--- config.mk ---
export PLATFORM = sky130hd
export DESIGN_NAME = alu64_flat
export DESIGN_NICKNAME = d
export VERILOG_FILES = /design/src/rtl/alu_pkg.sv /design/src/rtl/alu64_if.sv /design/src/rtl/alu_bitslice.sv /design/src/rtl/alu64.sv /design/src/flat_wrapper.sv
export SDC_FILE = /design/constraint.sdc
export NUM_CORES = 1
export LEC_CHECK = 0
export BUFFER_PORTS_ARGS = -buffer_cell sky130_fd_sc_hd__buf_2
export CORE_ASPECT_RATIO = 1.5
export CORE_MARGIN = 2
export CORE_UTILIZATION = 57
export CTS_CLUSTER_DIAMETER = 150
export DETAILED_ROUTE_END_ITERATION = 10
export PLACE_DENSITY = 0.86
export REMOVE_ABC_BUFFERS = 1
export SLEW_MARGIN = 15
export SYNTH_ARGS = -nofsm -noshare
export SYNTH_HDL_FRONTEND = slang
export SYNTH_SLANG_ARGS = --single-unit
export TNS_END_PERCENT = 50
--- constraint.sdc ---
create_clock -name clk -period 82.7 [get_ports clk]
set_input_delay 8.27 -clock clk [delete_from_list [all_inputs] [get_ports clk]]
set_output_delay 8.27 -clock clk [all_outputs]
set_load 0.02 [all_outputs]
--- src/rtl/alu_pkg.sv ---
`default_nettype none
// ============================================================================
// Module  : alu_pkg
// Brief   : Operation encoding and helpers shared by the 64-bit ALU.
// Revision: 1.0
// ============================================================================
package alu_pkg;

  localparam int unsigned ALU_OP_W = 3;

  typedef enum logic [ALU_OP_W-1:0] {
    ALU_PASS_B   = 3'b000,
    ALU_ADD      = 3'b010,
    ALU_SUBTRACT = 3'b011,
    ALU_AND      = 3'b100,
    ALU_OR       = 3'b101,
    ALU_XOR      = 3'b110
  } alu_op_t;

  function automatic logic is_arith(input alu_op_t op);
    return (op == ALU_ADD) || (op == ALU_SUBTRACT);
  endfunction

endpackage
`default_nettype wire

--- src/rtl/alu64_if.sv ---
`default_nettype none
// ============================================================================
// Module  : alu64_if
// Brief   : Operand/opcode bundle into the ALU and registered result/flags out.
// Revision: 1.0
// ============================================================================
interface alu64_if #(
  parameter int WIDTH = 64
);
  logic [WIDTH-1:0] A;
  logic [WIDTH-1:0] B;
  logic [2:0]       cntrl;
  logic [WIDTH-1:0] result;
  logic             negative;
  logic             zero;
  logic             overflow;
  logic             carry_out;

  modport master (
    output A, B, cntrl,
    input  result, negative, zero, overflow, carry_out
  );

  modport slave (
    input  A, B, cntrl,
    output result, negative, zero, overflow, carry_out
  );
endinterface
`default_nettype wire

--- src/rtl/alu_bitslice.sv ---
`default_nettype none
// ============================================================================
// Module  : alu_bitslice
// Brief   : One bit of the ALU: full adder with optional B inversion + logic mux.
// Revision: 1.0
// ============================================================================
module alu_bitslice
  import alu_pkg::*;
(
  input  wire logic    a,
  input  wire logic    b,
  input  wire logic    cin,
  input  wire logic    invert_b,
  input  wire alu_op_t op,
  output logic         r,
  output logic         cout
);

  logic w_b_eff;
  logic w_sum;

  assign w_b_eff = b ^ invert_b;
  assign w_sum   = a ^ w_b_eff ^ cin;
  assign cout    = (a & w_b_eff) | (cin & (a ^ w_b_eff));

  // Logic ops use the raw B operand; inversion only applies to subtraction.
  always_comb begin
    r = 1'b0;
    case (op)
      ALU_PASS_B:            r = b;
      ALU_ADD, ALU_SUBTRACT: r = w_sum;
      ALU_AND:               r = a & b;
      ALU_OR:                r = a | b;
      ALU_XOR:               r = a ^ b;
      default:               r = 1'b0;
    endcase
  end

endmodule
`default_nettype wire

--- src/rtl/alu64.sv ---
`default_nettype none
// ============================================================================
// Module  : alu64
// Brief   : Ripple-carry 64-bit ALU with registered result and NZVC flags.
// Revision: 1.0
// ============================================================================
module alu64
  import alu_pkg::*;
#(
  parameter int WIDTH = 64
) (
  input  wire logic clk,
  input  wire logic reset,
  alu64_if.slave    bus
);

  alu_op_t          w_op;
  logic             w_is_sub;
  logic [WIDTH:0]   w_carry;
  logic [WIDTH-1:0] w_slice_r;

  logic [WIDTH-1:0] result_d,    result_q;
  logic             negative_d,  negative_q;
  logic             zero_d,      zero_q;
  logic             overflow_d,  overflow_q;
  logic             carry_out_d, carry_out_q;

  // Reserved encodings fall through to the slices' default and yield zero.
  assign w_op       = alu_op_t'(bus.cntrl);
  assign w_is_sub   = (w_op == ALU_SUBTRACT);
  assign w_carry[0] = w_is_sub;

  for (genvar i = 0; i < WIDTH; i++) begin : g_slice
    alu_bitslice u_slice (
      .a        (bus.A[i]),
      .b        (bus.B[i]),
      .cin      (w_carry[i]),
      .invert_b (w_is_sub),
      .op       (w_op),
      .r        (w_slice_r[i]),
      .cout     (w_carry[i+1])
    );
  end

  always_comb begin
    result_d    = w_slice_r;
    negative_d  = w_slice_r[WIDTH-1];
    zero_d      = ~|w_slice_r;
    overflow_d  = 1'b0;
    carry_out_d = 1'b0;
    if (is_arith(w_op)) begin
      overflow_d  = w_carry[WIDTH] ^ w_carry[WIDTH-1];
      carry_out_d = w_carry[WIDTH];
    end
  end

  always_ff @(posedge clk) begin
    if (reset) begin
      result_q    <= '0;
      negative_q  <= 1'b0;
      zero_q      <= 1'b0;
      overflow_q  <= 1'b0;
      carry_out_q <= 1'b0;
    end else begin
      result_q    <= result_d;
      negative_q  <= negative_d;
      zero_q      <= zero_d;
      overflow_q  <= overflow_d;
      carry_out_q <= carry_out_d;
    end
  end

  assign bus.result    = result_q;
  assign bus.negative  = negative_q;
  assign bus.zero      = zero_q;
  assign bus.overflow  = overflow_q;
  assign bus.carry_out = carry_out_q;

endmodule
`default_nettype wire

--- src/flat_wrapper.sv ---
// flat-port wrapper written by rule: the top's interface ports become plain ports
module alu64_flat import alu_pkg::*;
#(
  parameter int WIDTH = 64
)
  (clk, reset, bus_A, bus_B, bus_cntrl, bus_result, bus_negative, bus_zero, bus_overflow, bus_carry_out);
  alu64_if #(.WIDTH(WIDTH)) bus_i ();
  input  wire logic clk;
  input  wire logic reset;
  input wire logic [$bits(bus_i.A)-1:0] bus_A;
  input wire logic [$bits(bus_i.B)-1:0] bus_B;
  input wire logic [$bits(bus_i.cntrl)-1:0] bus_cntrl;
  output wire logic [$bits(bus_i.result)-1:0] bus_result;
  output wire logic [$bits(bus_i.negative)-1:0] bus_negative;
  output wire logic [$bits(bus_i.zero)-1:0] bus_zero;
  output wire logic [$bits(bus_i.overflow)-1:0] bus_overflow;
  output wire logic [$bits(bus_i.carry_out)-1:0] bus_carry_out;
  assign bus_i.A = bus_A;
  assign bus_i.B = bus_B;
  assign bus_i.cntrl = bus_cntrl;
  assign bus_result = bus_i.result;
  assign bus_negative = bus_i.negative;
  assign bus_zero = bus_i.zero;
  assign bus_overflow = bus_i.overflow;
  assign bus_carry_out = bus_i.carry_out;
  alu64 #(.WIDTH(WIDTH)) u_core (.clk(clk), .reset(reset), .bus(bus_i));
endmodule
==> reports/results.txt, run 1 <==
final hold slack -> 8.412 ns
CTS Buffer Depth -> 2
Max VDD drop -> 9.246 µV
flops & latches, synth -> 67
placed insts -> 1,285
Min-Delay Path Class -> input port to register
grt ovf -> 0
post-layout instance area -> 9726 µm²
NumNets Final -> 1,424
Post-CTS Setup Bufs -> 0
GP Congestion -> 0.9406
Die ar. -> 15,950 µm²
synth warn -> 0
most frequent cells after synthesis -> inv_1 (130), ha_1 (128), o21ai_0 (76)
max_cap viols -> 0
DIE WIDTH -> 103.8 µm
crit path time final -> 36.76 ns
Worst Path Max Fanout -> 60
Final period util -> 0.4445
Post-synth EDFFs -> 0
Post-DRT Antenna Nets -> 0
Slew headroom -> 0.2188
final setup violation count -> 0
Worst Setup Path Type -> input port to register
wire per inst -> 18.91 µm
RSZ-0062 raised after global routing -> no
Top FF cell, synth -> dfxtp_1
CP Data Arrival Time -> 37.05 ns
Core ar. -> 14,590 µm²
Slowest-stage cell, CP -> inv_2
most frequent cell after synthesis -> inv_1
Post-Layout Cell Count -> 1,307
synth top area cells -> ha_1 (19%), dfxtp_1 (16%), fa_1 (15%)
top-area cell type share of the netlist area -> 0.1882
Finished Core Util -> 0.6664
register area share after synthesis -> 0.1576
residual DRC count -> 0
Synth Instances -> 953
hold_buf cts -> 0
max incr delay on CP -> 0.56 ns
DP HPWL -> 17.86 mm
most frequent CP cell -> fa_1
synthesis-to-layout area growth -> 14.26%
DRT Pass-1 Iters -> 5
dominant cell type by area after synthesis -> ha_1
chip height -> 153.7 µm
pre-CTS setup slack -> 46.02 ns
CTS Root Cell -> clkbuf_16
Post-DP Area -> 9392 µm²
CTS tree -> done
layout cell share with drive strength beyond 1 -> 0.2100
Total Power -> 132.7 µW
CP Data Required Time -> 82.99 ns
outcome -> finished, final reports clean
vias post-DR -> 7,696
antenna violations before repair -> 6
vias in the first global route -> 7,723
Rows -> 54
Distinct cells, synth -> 43
number of gates resized after CTS -> 0
io pins -> 201
H-tree Lvls -> 3
cts bufs inserted -> 9
Post-Syn Area -> 8512 µm²
setup TNS -> 0 ns
Worst Slack Setup Final -> 45.94 ns
largest net degree at the start of global routing -> 87
Via density -> 5.888
FFs w/ async S/R, synth -> 0
Mean Syn Cell Area -> 8.932 µm²
Tightest Pin Transition -> 1.168 ns
clock sinks -> 67
Power Density -> 13.64 nW/µm²
Critical Path End Type -> register
final hold violation count -> 0
Starting Density -> 0.5832
Peak Freq -> 27.21 MHz
Detailed Route WL -> 24.72 mm
first-pass GRT wire length -> 38.76 mm
crit start category -> input port
GRT Overall Usage -> 0.3073
Initial DRC Count -> 547
Clock transition at path regs -> 0.06 ns
Leak -> 4.873 nW
final max-slew violation count -> 0
PortBufs -> 200
routing by layer:
| metal | track usage | routed length, µm |
|---|---|---|
| met4 | 0.2349 | 1841 |
| met5 | 0 | 0 |
| met3 | 0.05002 | 1973 |
| met1 | 0.3471 | 8742 |
| met2 | 0.5184 | 12160 |
state kept, by name, summed over array words and instances, names as in the netlist:
signal and flops:
u_core.bus.negative 1, u_core.bus.carry_out 1, u_core.bus.zero 1, u_core.bus.result 63, u_core.bus.overflow 1
worst max-delay path, delay by kind of cell:
family / cells / cell delay [ns]
adders and majority gates: 63 / 25.31
buffers and inverters: 5 / 1.30
and+or+nand+nor: 6 / 1.46
AOI/OAI and AO/OA: 3 / 0.68
final timing paths:
kind / from / end / slack [ns] / cells after the start
hold / removal: bus_B[1] / u_core.bus.result[1] / 8.41 / 5
setup / recovery: bus_cntrl[1] / u_core.bus.zero / 45.94 / 77
logic make-up (layout without fill, tap and decap cells):
| family | count (synthesis) | count (layout) | share of synthesized area |
|---|---|---|---|
| muxes | 64 | 64 | 0.07526 |
| xor gates and xnor gates | 64 | 64 | 0.06585 |
| other | 0 | 6 | 0 |
| DFF | 67 | 67 | 0.1576 |
| and+or+nand+nor | 180 | 180 | 0.1189 |
| AOI/OAI and AO/OA | 186 | 186 | 0.1382 |
| adders and majority gates | 191 | 191 | 0.3363 |
| buffers and inverters | 201 | 353 | 0.1079 |
where the power goes:
part	leakage (nW)	switching [mW]	internal, mW	total (mW)
clock network	0.153	0.0156	0.0264	0.0420
registers	0.555	0.000769	0.0353	0.0360
logic	4.16	0.0333	0.0214	0.0546
cell type report:
cell class / count / area, µm²
multi-input cells: 685 / 6262
inverters: 132 / 495.5
clock buffers: 10 / 229.0
repair buffers: 205 / 1047
diodes: 6 / 15.01
fillers: 1203 / 4868
flip-flops and latches: 67 / 1341
clock inverters: 6 / 90.09
well taps: 196 / 245.2
cells in the final DEF, fill, tap and decap left out, types with 4 or more instances in the layout:
cell type	instances
ha_1	128
o22ai_1	49
o2bb2ai_1	6
diode_2	6
buf_4	6
nor4_1	7
a21oi_1	16
clkbuf_16	9
nor3b_1	21
inv_1	130
nand4_1	12
mux2i_1	64
xnor2_1	63
nor3_1	4
nor2_1	75
buf_2	198
o221ai_1	30
nand2_1	6
nand3b_1	35
dfxtp_1	67
o21ai_0	76
or3b_2	6
fa_1	63
Note: power is estimated with default switching activity, not from simulation.
==> run 2, diff against run 1 <==
- ABC_AREA: unset -> 1
- CORE_UTILIZATION: 57 -> 51
- PLACE_DENSITY: 0.86 -> 0.81
- clock period: 82.7 -> 32.9 ns (I/O delays scaled with it)
==> run 2 against run 1 <==
- clock-buffer cell count up 3
- cell count up 26%
- wire length up 3.5%
- area after synthesis up 5.2%
- global-route usage down 3.6 points
- synthesized cell count up 34%
- total power up 140%
- core utilization down 7.6 points
- clock power up 130%
- critical path type unchanged
- critical endpoint unchanged
==> reports/results.txt, run 2 <==
Slew headroom -> 0.3675
final hold slack -> 3.369 ns
XOR/XNOR Fraction of Synth Area -> 0.06261
Synth Area in Adders -> 0.3198
Via density -> 5.370
dominant cell type by area after synthesis -> ha_1
Post-CTS Setup Bufs -> 0
crit start category -> input port
Clk pwr share -> 0.297
Post-Syn Area -> 8952 µm²
Initial DRC Count -> 783
area fraction in compound gates after synthesis -> 0.02404
Synth Instances -> 1,279
PortBufs -> 200
worst hold path endpoint -> u_core.bus.result[0]
WHS Path Cells -> 5
DP HPWL -> 18.03 mm
CP Data Required Time -> 33.18 ns
post-layout instance area -> 10,200 µm²
Tightest Pin Transition -> 0.9487 ns
hold_buf cts -> 0
Die ar. -> 18,650 µm²
crit path time final -> 30.41 ns
cts bufs inserted -> 9
Buf+Inv Stages, Crit Path -> 4
top-area cell type share of the netlist area -> 0.1789
most frequent CP cell -> fa_1
post-synthesis mux area share -> 0
sequential share of power -> 0.284
most frequent cells after synthesis -> inv_1 (243), nor2_1 (202), nand2_1 (181)
synth top area cells -> ha_1 (18%), dfxtp_1 (15%), fa_1 (14%)
Post-DRT Antenna Nets -> 0
largest family of logic cells by synthesized area -> adder cells
Core ar. -> 17,270 µm²
GRT Overall Usage -> 0.2710
Leak -> 5.692 nW
clock sinks -> 67
DRT Pass-1 Iters -> 5
largest net degree at the start of global routing -> 86
register area -> 1341 µm²
vias in the first global route -> 8,658
final max-slew violation count -> 0
pre-CTS setup slack -> 2.265 ns
io pins -> 201
Mean Syn Cell Area -> 6.999 µm²
sw frac -> 0.3995
final hold violation count -> 0
most frequent cells in the layout -> inv_1 (243), nor2_1 (200), buf_2 (199), nand2_1 (181), ha_1 (128)
Gate power share -> 0.419
commonest non-fill, non-tap cell in the layout -> inv_1
DIE WIDTH -> 112.2 µm
number of gates resized after CTS -> 0
Post-DP Area -> 9913 µm²
Worst Setup Path Type -> input port to register
synthesis-to-layout area growth -> 13.98%
max_cap viols -> 0
Multi-input gate area -> 6314 µm²
outcome -> finished, final reports clean
Finished Core Util -> 0.5907
register area share after synthesis -> 0.1498
CTS tree -> done
Top FF cell, synth -> dfxtp_1
synth warn -> 0
Starting Density -> 0.5183
wire per inst -> 15.54 µm
NumNets Final -> 1,749
Total Power -> 321.7 µW
Post-Layout Cell Count -> 1,646
grt ovf -> 0
CTS Buffer Depth -> 2
Clock transition at path regs -> 0.06 ns
worst hold path startpoint -> bus_B[0]
H-tree Lvls -> 3
Final period util -> 0.9243
Worst Slack Setup Final -> 2.490 ns
Power Density -> 31.53 nW/µm²
layout cell share with drive strength beyond 1 -> 0.1679
most frequent cell after synthesis -> inv_1
Slowest-stage cell, CP -> buf_4
vias post-DR -> 8,839
Detailed Route WL -> 25.58 mm
Post-Synth Simple-Gate Area -> 0.2963
Peak Freq -> 32.88 MHz
FFs w/ async S/R, synth -> 0
CP Data Arrival Time -> 30.69 ns
chip height -> 166.3 µm
top cell family by delay on the critical path -> adder cells
internal power -> 193.2 µW
Rows -> 59
CTS Root Cell -> clkbuf_16
Distinct cells, synth -> 23
final setup violation count -> 0
Switch Pwr -> 128.5 µW
residual DRC count -> 0
GP Congestion -> 0.8508
max reg flops -> 63
flops & latches, synth -> 67
placed insts -> 1,627
RSZ-0062 raised after global routing -> no
antenna violations before repair -> 5
Critical Path End Type -> register
# fillers -> 1,660
setup TNS -> 0 ns
max incr delay on CP -> 0.55 ns
Min-Delay Path Class -> input port to register
Post-synth EDFFs -> 0
Max VDD drop -> 19.52 µV
first-pass GRT wire length -> 41.05 mm
Worst Path Max Fanout -> 69
## run 2: cell types whose count changed in the layout (fill, tap and decap cells not counted), sizes merged, moves of 16 or more
cell and delta:
o21ai -33, o221ai -30, nand4 +63, nand3 +121, o22ai -49, a21oi -16, nor2 +127, nand2 +173
xor2 +63, xnor2 -63, nor3b -19, mux2i -64, nand3b -35, inv +114
## run 2: area by class of cell
class | count | share of cell area
well taps | 213 | 0.02612
repair buffers | 208 | 0.1042
flip-flops and latches | 67 | 0.1315
clock inverters | 2 | 0.0009810
inverters | 247 | 0.09099
clock buffers | 13 | 0.02649
diodes | 4 | 0.0009810
multi-input cells | 892 | 0.6188
## run 2: how the worst max path moves through the flow
stage                  from              end  depth (start not counted)  slack, ns
6_report       bus_cntrl[2]  u_core.bus.zero                         77       2.49
5_1_grt        bus_cntrl[2]  u_core.bus.zero                         77       1.62
4_1_cts        bus_cntrl[2]  u_core.bus.zero                         77       2.55
3_5_place_dp   bus_cntrl[2]  u_core.bus.zero                         77       2.26
3_3_place_gp   bus_cntrl[2]  u_core.bus.zero                         77       2.63
2_1_floorplan  bus_cntrl[2]  u_core.bus.zero                         76       1.52
## run 2: logic make-up after synthesis
| kind of cell | count (synthesis) |
|---|---|
| simple gates | 594 |
| buf+inv | 320 |
| fa+ha+maj | 191 |
| flops | 67 |
| xor+xnor | 64 |
| compound gates | 43 |
## run 2: power groups by stage
stage	registers [mW]	logic (mW)	clock network, mW
global placement	0.0929	0.130	0
CTS	0.0912	0.135	0.0964
detailed placement	0.0929	0.134	0
floorplan	0.103	0.0724	0
finish	0.0913	0.135	0.0955
global route	0.0917	0.153	0.0996
## run 2: layer usage
layer,wire length (µm),vias to the layer above,GRT usage
li1,-,4233,-
met1,9516,4049,0.3160
met2,12460,440,0.4494
met3,1862,115,0.04489
met4,1728,2,0.1882
met5,13,-,0
## run 2: worst min-delay path, cell delays in order
cell and delay, ns:
buf_2 0.12, nand3_1 0.08, nand2_1 0.08, nor2_1 0.04, nor2_1 0.06
